<file path="src/rtl/mem_pkg.sv">
// mem_pkg: shared constants and helpers for the memory-stage access unit.
package mem_pkg;
    localparam logic [2:0] F3_B  = 3'b000;
    localparam logic [2:0] F3_H  = 3'b001;
    localparam logic [2:0] F3_W  = 3'b010;
    localparam logic [2:0] F3_BU = 3'b100;
    localparam logic [2:0] F3_HU = 3'b101;

    localparam logic [1:0] ST_IDLE = 2'd0;
    localparam logic [1:0] ST_REQ  = 2'd1;
    localparam logic [1:0] ST_WAIT = 2'd2;
    localparam logic [1:0] ST_DONE = 2'd3;

    localparam logic [1:0] WB_MEM = 2'b01;

    function automatic logic access_ok(input logic [2:0] f3, input logic [1:0] off, input logic we);
        case (f3)
            F3_B:    access_ok = 1'b1;
            F3_H:    access_ok = !off[0];
            F3_W:    access_ok = off == 2'b00;
            F3_BU:   access_ok = !we;
            F3_HU:   access_ok = !we && !off[0];
            default: access_ok = 1'b0;
        endcase
    endfunction

    function automatic logic [3:0] byte_en(input logic [2:0] f3, input logic [1:0] off);
        byte_en = f3[1] ? 4'b1111 : ((f3[0] ? 4'b0011 : 4'b0001) << off);
    endfunction

    // every lane carries the store data so the enabled lanes always see it
    function automatic logic [31:0] store_lanes(input logic [2:0] f3, input logic [31:0] d);
        store_lanes = f3[1] ? d : f3[0] ? {2{d[15:0]}} : {4{d[7:0]}};
    endfunction
endpackage

</file>
<file path="src/rtl/load_align.sv">
// load_align: selects the addressed byte/half of a read word and extends it.
module load_align
    import mem_pkg::*;
(
    input  logic [31:0] rdata,
    input  logic [1:0]  off,
    input  logic [2:0]  funct3,
    output logic [31:0] result
);
    logic [7:0]  b;
    logic [15:0] h;

    assign b = rdata[{off, 3'b000} +: 8];
    assign h = off[1] ? rdata[31:16] : rdata[15:0];
    assign result = funct3 == F3_B  ? {{24{b[7]}}, b} :
                    funct3 == F3_BU ? {24'd0, b} :
                    funct3 == F3_H  ? {{16{h[15]}}, h} :
                    funct3 == F3_HU ? {16'd0, h} : rdata;
endmodule

</file>
<file path="src/rtl/mem_access.sv">
// mem_access: MEM-stage load/store unit running a req/gnt/rvalid data-memory
// handshake, stalling the pipeline until the access completes or times out.
module mem_access
    import mem_pkg::*;
#(
    parameter int TIMEOUT_CYCLES = 64
)(
    input  logic        clk,
    input  logic        rst_n,
    input  logic        mem_valid_M,
    input  logic        mem_rd_M,
    input  logic        mem_wr_M,
    input  logic [2:0]  funct3_M,
    input  logic [31:0] addr_M,
    input  logic [31:0] wdata_M,
    output logic        stall_M,
    output logic        fault_M,
    output logic [31:0] Rdata_W,
    output logic        dmem_req,
    output logic        dmem_we,
    output logic [31:0] dmem_addr,
    output logic [3:0]  dmem_be,
    output logic [31:0] dmem_wdata,
    input  logic        dmem_gnt,
    input  logic        dmem_rvalid,
    input  logic [31:0] dmem_rdata
);
    localparam int CW = $clog2(TIMEOUT_CYCLES + 1);

    logic [1:0]    st_q, st_d;
    logic [CW-1:0] cnt_q, cnt_d;
    logic          req_q, req_d, we_q, we_d, to_q, to_d;
    logic [31:0]   addr_q, addr_d, wdata_q, wdata_d, rdata_q, rdata_d;
    logic [3:0]    be_q, be_d;
    logic [2:0]    f3_q, f3_d;
    logic [31:0]   load_fmt;
    logic          access, legal, expired;

    assign access  = mem_valid_M && (mem_rd_M || mem_wr_M);
    assign legal   = access_ok(funct3_M, addr_M[1:0], mem_wr_M);
    assign expired = cnt_q == CW'(TIMEOUT_CYCLES - 1);

    load_align u_align (
        .rdata  (dmem_rdata),
        .off    (addr_q[1:0]),
        .funct3 (f3_q),
        .result (load_fmt)
    );

    always_comb begin
        st_d    = st_q;
        cnt_d   = cnt_q;
        req_d   = req_q;
        we_d    = we_q;
        to_d    = to_q;
        addr_d  = addr_q;
        wdata_d = wdata_q;
        rdata_d = rdata_q;
        be_d    = be_q;
        f3_d    = f3_q;
        case (st_q)
            ST_IDLE: if (access && legal) begin
                st_d    = ST_REQ;
                cnt_d   = '0;
                req_d   = 1'b1;
                we_d    = mem_wr_M;
                addr_d  = addr_M;
                f3_d    = funct3_M;
                be_d    = byte_en(funct3_M, addr_M[1:0]);
                wdata_d = store_lanes(funct3_M, wdata_M);
            end
            ST_REQ: begin
                cnt_d = cnt_q + 1'b1;
                // a completing store beats expiry; a load granted on the last cycle still times out
                if (dmem_gnt && we_q) begin
                    st_d  = ST_DONE;
                    req_d = 1'b0;
                end else if (expired) begin
                    st_d    = ST_DONE;
                    req_d   = 1'b0;
                    to_d    = 1'b1;
                    rdata_d = we_q ? rdata_q : '0;
                end else if (dmem_gnt) begin
                    st_d  = ST_WAIT;
                    req_d = 1'b0;
                end
            end
            ST_WAIT: begin
                cnt_d = cnt_q + 1'b1;
                if (dmem_rvalid) begin
                    st_d    = ST_DONE;
                    rdata_d = load_fmt;
                end else if (expired) begin
                    st_d    = ST_DONE;
                    to_d    = 1'b1;
                    rdata_d = '0;
                end
            end
            default: begin
                st_d = ST_IDLE;
                to_d = 1'b0;
            end
        endcase
    end

    always_ff @(posedge clk or negedge rst_n) begin
        if (!rst_n) begin
            st_q    <= ST_IDLE;
            cnt_q   <= '0;
            req_q   <= 1'b0;
            we_q    <= 1'b0;
            to_q    <= 1'b0;
            addr_q  <= '0;
            wdata_q <= '0;
            rdata_q <= '0;
            be_q    <= '0;
            f3_q    <= '0;
        end else begin
            st_q    <= st_d;
            cnt_q   <= cnt_d;
            req_q   <= req_d;
            we_q    <= we_d;
            to_q    <= to_d;
            addr_q  <= addr_d;
            wdata_q <= wdata_d;
            rdata_q <= rdata_d;
            be_q    <= be_d;
            f3_q    <= f3_d;
        end
    end

    assign stall_M    = st_q == ST_REQ || st_q == ST_WAIT || (st_q == ST_IDLE && access && legal);
    assign fault_M    = (st_q == ST_IDLE && access && !legal) || (st_q == ST_DONE && to_q);
    assign Rdata_W    = rdata_q;
    assign dmem_req   = req_q;
    assign dmem_we    = we_q;
    assign dmem_addr  = {addr_q[31:2], 2'b00};
    assign dmem_be    = be_q;
    assign dmem_wdata = wdata_q;
endmodule

</file>
<file path="config.mk">
export PLATFORM = sky130hd
export DESIGN_NAME = mem_access
export DESIGN_NICKNAME = d
export VERILOG_FILES = /design/src/rtl/mem_pkg.sv /design/src/rtl/load_align.sv /design/src/rtl/mem_access.sv
export SDC_FILE = /design/constraint.sdc
export NUM_CORES = 1
export LEC_CHECK = 0
export BUFFER_PORTS_ARGS = -buffer_cell sky130_fd_sc_hd__buf_2
export CAP_MARGIN = 5
export CORE_MARGIN = 2
export CORE_UTILIZATION = 45
export CTS_BUF_LIST = sky130_fd_sc_hd__clkbuf_4 sky130_fd_sc_hd__clkbuf_8
export DETAILED_ROUTE_END_ITERATION = 7
export PLACE_DENSITY_LB_ADDON = 0.08
export SLEW_MARGIN = 0
export SYNTH_ARGS = -nofsm -noshare
export SYNTH_HDL_FRONTEND = slang
export SYNTH_HIERARCHICAL = 1
export SYNTH_SLANG_ARGS = --single-unit
</file>
<file path="constraint.sdc">
create_clock -name clk -period 2.9 [get_ports clk]
set_input_delay 0.29 -clock clk [delete_from_list [all_inputs] [get_ports clk]]
set_output_delay 0.29 -clock clk [all_outputs]
set_load 0.005 [all_outputs]
</file>
### Word-level counts from Yosys, hierarchy flattened

Index checks and enable logic that the tools add are counted.

| word-level totals | value |
|---|---|
| register bits after elaboration | 115 |
| input port bits | 106 |
| output and inout bits | 104 |
| word-level logic and storage cells | 95 |

| cells by class | value |
|---|---|
| $add $sub $neg | 1 |
| eq/ne operators | 18 |
| shifts and indexed selects | 2 |
| mux-type cells | 34 |
| bitwise gates (word level) | 1 |
| reductions and logical operators | 29 |

Operators with widths:

| operator | count |
|---|---|
| 32-bit two-way mux | 11 |
| 32-bit case mux with 2 select lines | 1 |
| 32-bit by 6-bit indexed part select with 8-bit output | 1 |
| 16-bit two-way mux | 1 |
| 2-bit two-way mux | 7 |
| 7-bit case mux with 2 select lines | 1 |
| 3-bit == test (second input constant) | 4 |
| 2-bit inequality test (second input constant) | 5 |
| 3-bit AND reduction | 3 |
| 1-bit logical AND | 8 |
| 7-bit by 1-bit adder with 7-bit output (second input constant) | 1 |
| 7-bit by 6-bit == test with 1-bit output (second input constant) | 1 |
| 1-bit two-way mux | 7 |
| 7-bit two-way mux | 1 |
| 3-bit by 1-bit == test with 1-bit output (second input constant) | 2 |
| 3-bit logical NOT | 2 |
| 2-bit case mux with 3 select lines | 1 |
| 2-bit nonzero test | 3 |
| 1-bit case mux with 5 select lines | 1 |
| 5-bit AND reduction | 1 |
| 2-bit == test (second input constant) | 2 |
| 2-bit logical NOT | 2 |
| 1-bit logical OR | 4 |
| 4-bit two-way mux | 1 |
| other kinds (11) | 14 |

### Longest topological paths before layout

| depth | value |
|---|---|
| depth after elaboration | 7 |
| gate-level depth with buffers | 8 |
| mapped depth without buffers | 6 |

### Cells and area by module

Netlist, hierarchy kept.

Modules (own cells, without submodules):

| module | instances | cells each | area each (µm²) | seq. area each (µm²) |
|---|---|---|---|---|
| mem_access | 1 | 555 | 5645.4 | 2877.8 |
| load_align | 1 | 127 | 930.9 | 0.0 |

### Least setup slack after synthesis

OpenSTA, ideal clock, no wires.

| timing path | value |
|---|---|
| path type | register to register |
| from | register addr_q[1] |
| to | register rdata_q[2] (netlist: Rdata_W[2]) |
| setup time | 125 ps |
| data arrival time | 1835 ps |
| data required time | 2775 ps |
| slack | 940 ps |
| cell stages (with the launch flop) | 7 |
| path buffers | 2 |
| period minus slack after synthesis | 1960 ps |
| cells stage by stage | dfrtp_1 -> buf_4 -> clkbuf_1 -> mux2_2 -> a221o_1 -> and3_1 -> mux2_4 |

| on the way | value |
|---|---|
| cells in the longest elaborated chain, start to end | 7 |
| elaborated cells on any way between the ends | 8 |
| classes of those cells | 1 x shift; 7 x mux |

Ends and longest elaborated chain:

| what | line | text |
|---|---|---|
| start: declaration | mem_access.sv:33 | `logic [31:0] addr_q, addr_d, wdata_q, wdata_d, rdata_q, rdata_d;` |
| start signal: assignment | mem_access.sv:124 | `addr_q <= addr_d;` |
| branches (longest 4 deep; another with 32-bit by 6-bit indexed part select with 8-bit output) | -- |  |
| 32-bit two-way mux * | load_align.sv:15 | `assign result = funct3 == F3_B ? {{24{b[7]}}, b} :` |
| named net load_fmt[2] | mem_access.sv:36 | `logic [31:0] load_fmt;` |
| 32-bit two-way mux * | mem_access.sv:90 | `if (dmem_rvalid) begin` |
| 32-bit case mux with 2 select lines * | mem_access.sv:61 | `case (st_q)` |
| end signal: assignment | mem_access.sv:126 | `rdata_q <= rdata_d;` |
| end: declaration | mem_access.sv:33 |  |

Mark *: on every way through the listed nets, which the timed path passes.
A chain may end at the register's enable or synchronous reset.

### Worst setup path after layout

| timing path | value |
|---|---|
| from | register addr_q[0] |
| to | register rdata_q[11] (netlist: Rdata_W[11]) |

| on the way | value |
|---|---|
| cells in the longest elaborated chain, start to end | 4 |

Ends and longest elaborated chain:

| what | line | text |
|---|---|---|
| 32-bit by 6-bit indexed part select with 8-bit output | load_align.sv:13 | `assign b = rdata[{off, 3'b000} +: 8];` |
| 32-bit two-way mux | load_align.sv:15 |  |
| named net load_fmt[11] | mem_access.sv:36 |  |
| 32-bit two-way mux | mem_access.sv:90 |  |
| 32-bit case mux with 2 select lines | mem_access.sv:61 |  |

The timed path passes the listed nets, and every way through them passes these cells.

==> flow_summary.toml <==
[global_routing]
track_usage_pct = 22.2
grt_antenna_before_repair = 0
grt_pass1_vias = 5311
grt_max_degree = 95
grt_pass1_wl_um = 27600
overflow = 0

[clock_network]
cts-buffers-inserted = 17
insertion_delay_ns = 0.44
cts_buffer_depth = 2
path_clk_slew_ns = 0.07
cts_tree = "yes"
clock-root-buffer = "clkbuf_8"
h-tree-depth = 4
post_cts_buffers = 0
numClockSinks = 115

[synth]
synth_top_family_by_area = "simple AND/OR/NAND/NOR gates"
synth_area_um2 = 6580
syn_avg_cell_area_um2 = 9.64
synth_cell_types = 56
synth_edf_count = 0
ys_seq_area_share_pct = 43.8
ys_ff_latch = 115
muxShareOfSynthArea_pct = 12.9
synthAdderAreaFrac_pct = 0.951
syn_inst = 682
synth_xor_area_share_pct = 0
synthFlopType = "dfrtp_1"
async_flop_share_pct = 100
synth_compound_area_share_pct = 11.6
yosys_warnings = 6
synth-simple-area-share_pct = 22.0

[routing]
detail-route-antenna-nets = 0
via_count = 5459
wirelength_um = 16900
wl_per_cell_um = 16.4
drt_iter0_markers = 382
via_per_inst = 5.29
drc = 0
first_pass_iters = 5

[pwr]
p_leak_nw = 4.33
power_density_nw_per_um2 = 982
finalPower_mw = 7.65
irDropWorstVdd_uv = 380

[worst_hold_path]
min_path_type = "in -> reg"
hp-start = "addr_M[14]"

[finish]
final_cell_mix = "buf_2 (206), nand2_1 (182), dfrtp_1 (115)"
fill_cells = 1335
diodes = 0
drive_above_1_share_pct = 36.6
area_growth_pct = 18.5
fin_util_pct = 54.0
seqCellArea_um2 = 2880
nets = 948
stdcell_count = 1032
layout_commonest_cell = "buf_2"
multi_input_area_um2 = 3120

[setup_path]
cp-end-kind = "register"
path_max_fanout = 21
max_stage_delay_ns = 0.68
cp-startpoint = "addr_q[0]"
r2r_slack_ns = 0.54
critPathArrivalTime_ns = 2.68
rr_startpoint = "addr_q[0]"
path_class = "reg -> reg"
path_cells = "mux4_2, and2_1, a221o_1, and3_1, mux2_4"
critPathBufInv = 0
required_ns = 3.22
startpoint_type = "register"
critPathTopFamily = "multiplexers"
cpMaxStageDelayCell = "dfrtp_1"

[sta]
period_needed_ns = 2.36
rsz0062_at_grt = "false"
hold_ws_ns = 0.0383
slew_violations = 0
setup_violations = 0
maxSlewHeadroom_pct = 52.8
tightest_slew_ns = 0.709
layout_worst_path_cycle_share_pct = 81.3
fmax_mhz = 424
clock_skew_ns = 0.0106
finalHoldViolations = 0
fin_setup_tns_ns = 0

[flow_run]
maxCapViolCount = 0

[floorplan]
io_pins = 210
fp-row-count = 44
core_area_um2 = 14400
dieArea_um2 = 15600
die_x_um = 125
start_util_pct = 45.6
fp.dieH_um = 125

[run_status]
status = "finished, final reports clean"

[placed_design]
dp_hpwl_um = 12100
io_buffer_count = 207
gp_congestion = 0.811
dp_cells = 1001
-- logic make-up after synthesis --
kind of cell / after synthesis
adders and majority gates: 5
and+or+nand+nor: 300
muxes: 67
other: 1
DFF: 115
AOI/OAI and AO/OA: 101
buffers and inverters: 93
-- worst min-delay path: cells and delay by family --
kind	cells	cell delay (ns)
simple gates	2	0.08
buf+inv	1	0.07
-- where the power goes --
group	internal (mW)	switching, mW	leakage, nW
clock network	0.738	0.648	0.175
registers	2.34	0.488	1.48
logic	1.70	1.74	2.68
total	4.78	2.87	4.33
-- sequential cells by signal, indices dropped and copies added (netlist names) --
signal and flops:
to_q 1, st_q 2, dmem_wdata 32, dmem_we 1, dmem_be 4, cnt_q 7
dmem_req 1, Rdata_W 32, addr_q 32, f3_q 3
-- cells in the mapped netlist, types with 7 or more instances --
| master | count | area [um2] |
|---|---|---|
| a21oi_1 | 12 | 60.1 |
| a221o_1 | 17 | 170 |
| a22o_1 | 9 | 78.8 |
| a31oi_1 | 11 | 68.8 |
| and3_1 | 36 | 225 |
| buf_2 | 17 | 85.1 |
| buf_4 | 37 | 278 |
| clkbuf_1 | 24 | 90.1 |
| dfrtp_1 | 115 | 2880 |
| inv_1 | 7 | 26.3 |
| mux2_2 | 10 | 113 |
| mux2_4 | 30 | 450 |
| mux2i_1 | 26 | 260 |
| nand2_1 | 182 | 683 |
| nand3_1 | 18 | 90.1 |
| nand3_2 | 10 | 100 |
| nand3b_1 | 9 | 67.6 |
| nor2_1 | 22 | 82.6 |
| o21ai_0 | 31 | 155 |
| or4b_1 | 7 | 70.1 |
-- per-stage QoR --
step / worst slack [ns] / cell area (um2)
CTS: 0.561 / 7790
finish: 0.543 / 7790
floorplan: 0.940 / 6580
global placement: 0.661 / 7420
global route: 0.434 / 7790
detailed placement: 0.570 / 7420
-- cell type report --
| cell class | count | area share, % |
|---|---|---|
| Clock inverter | 9 | 1.06 |
| Inverter | 7 | 0.337 |
| Tap cell | 184 | 2.95 |
| Clock buffer | 21 | 3.63 |
| Timing Repair Buffer | 221 | 15.0 |
| Multi-Input combinational cell | 475 | 40.1 |
| Sequential cell | 115 | 36.9 |
-- path summary, 6_finish.rpt --
check                                  to  cells after the start
max                           Rdata_W[11]                      5
min                            addr_q[14]                      3
max reg2reg                   Rdata_W[11]                      5
min reg2reg                    addr_q[15]                      2
max in group asynchronous  dmem_wdata[22]                      3
min in group asynchronous        cnt_q[2]                      2
-- what timing repair did --
| action | in CTS | in global routing |
|---|---|---|
| hold endpoints to repair | 52 | 0 |
| hold buffers | 1 | 0 |
| resized for setup | 0 | 0 |
-- per-layer routing --
| metal | vias up | part of all wire (%) | global-route usage [%] |
|---|---|---|---|
| met2 | 214 | 47 | 36.0 |
| li1 | 2635 | - | - |
| met4 | 0 | 2.2 | 7.97 |
| met3 | 34 | 7.3 | 7.60 |
| met5 | - | 0 | 0 |
| met1 | 2576 | 43 | 27.7 |
Note: power is estimated with default switching activity, not from simulation.
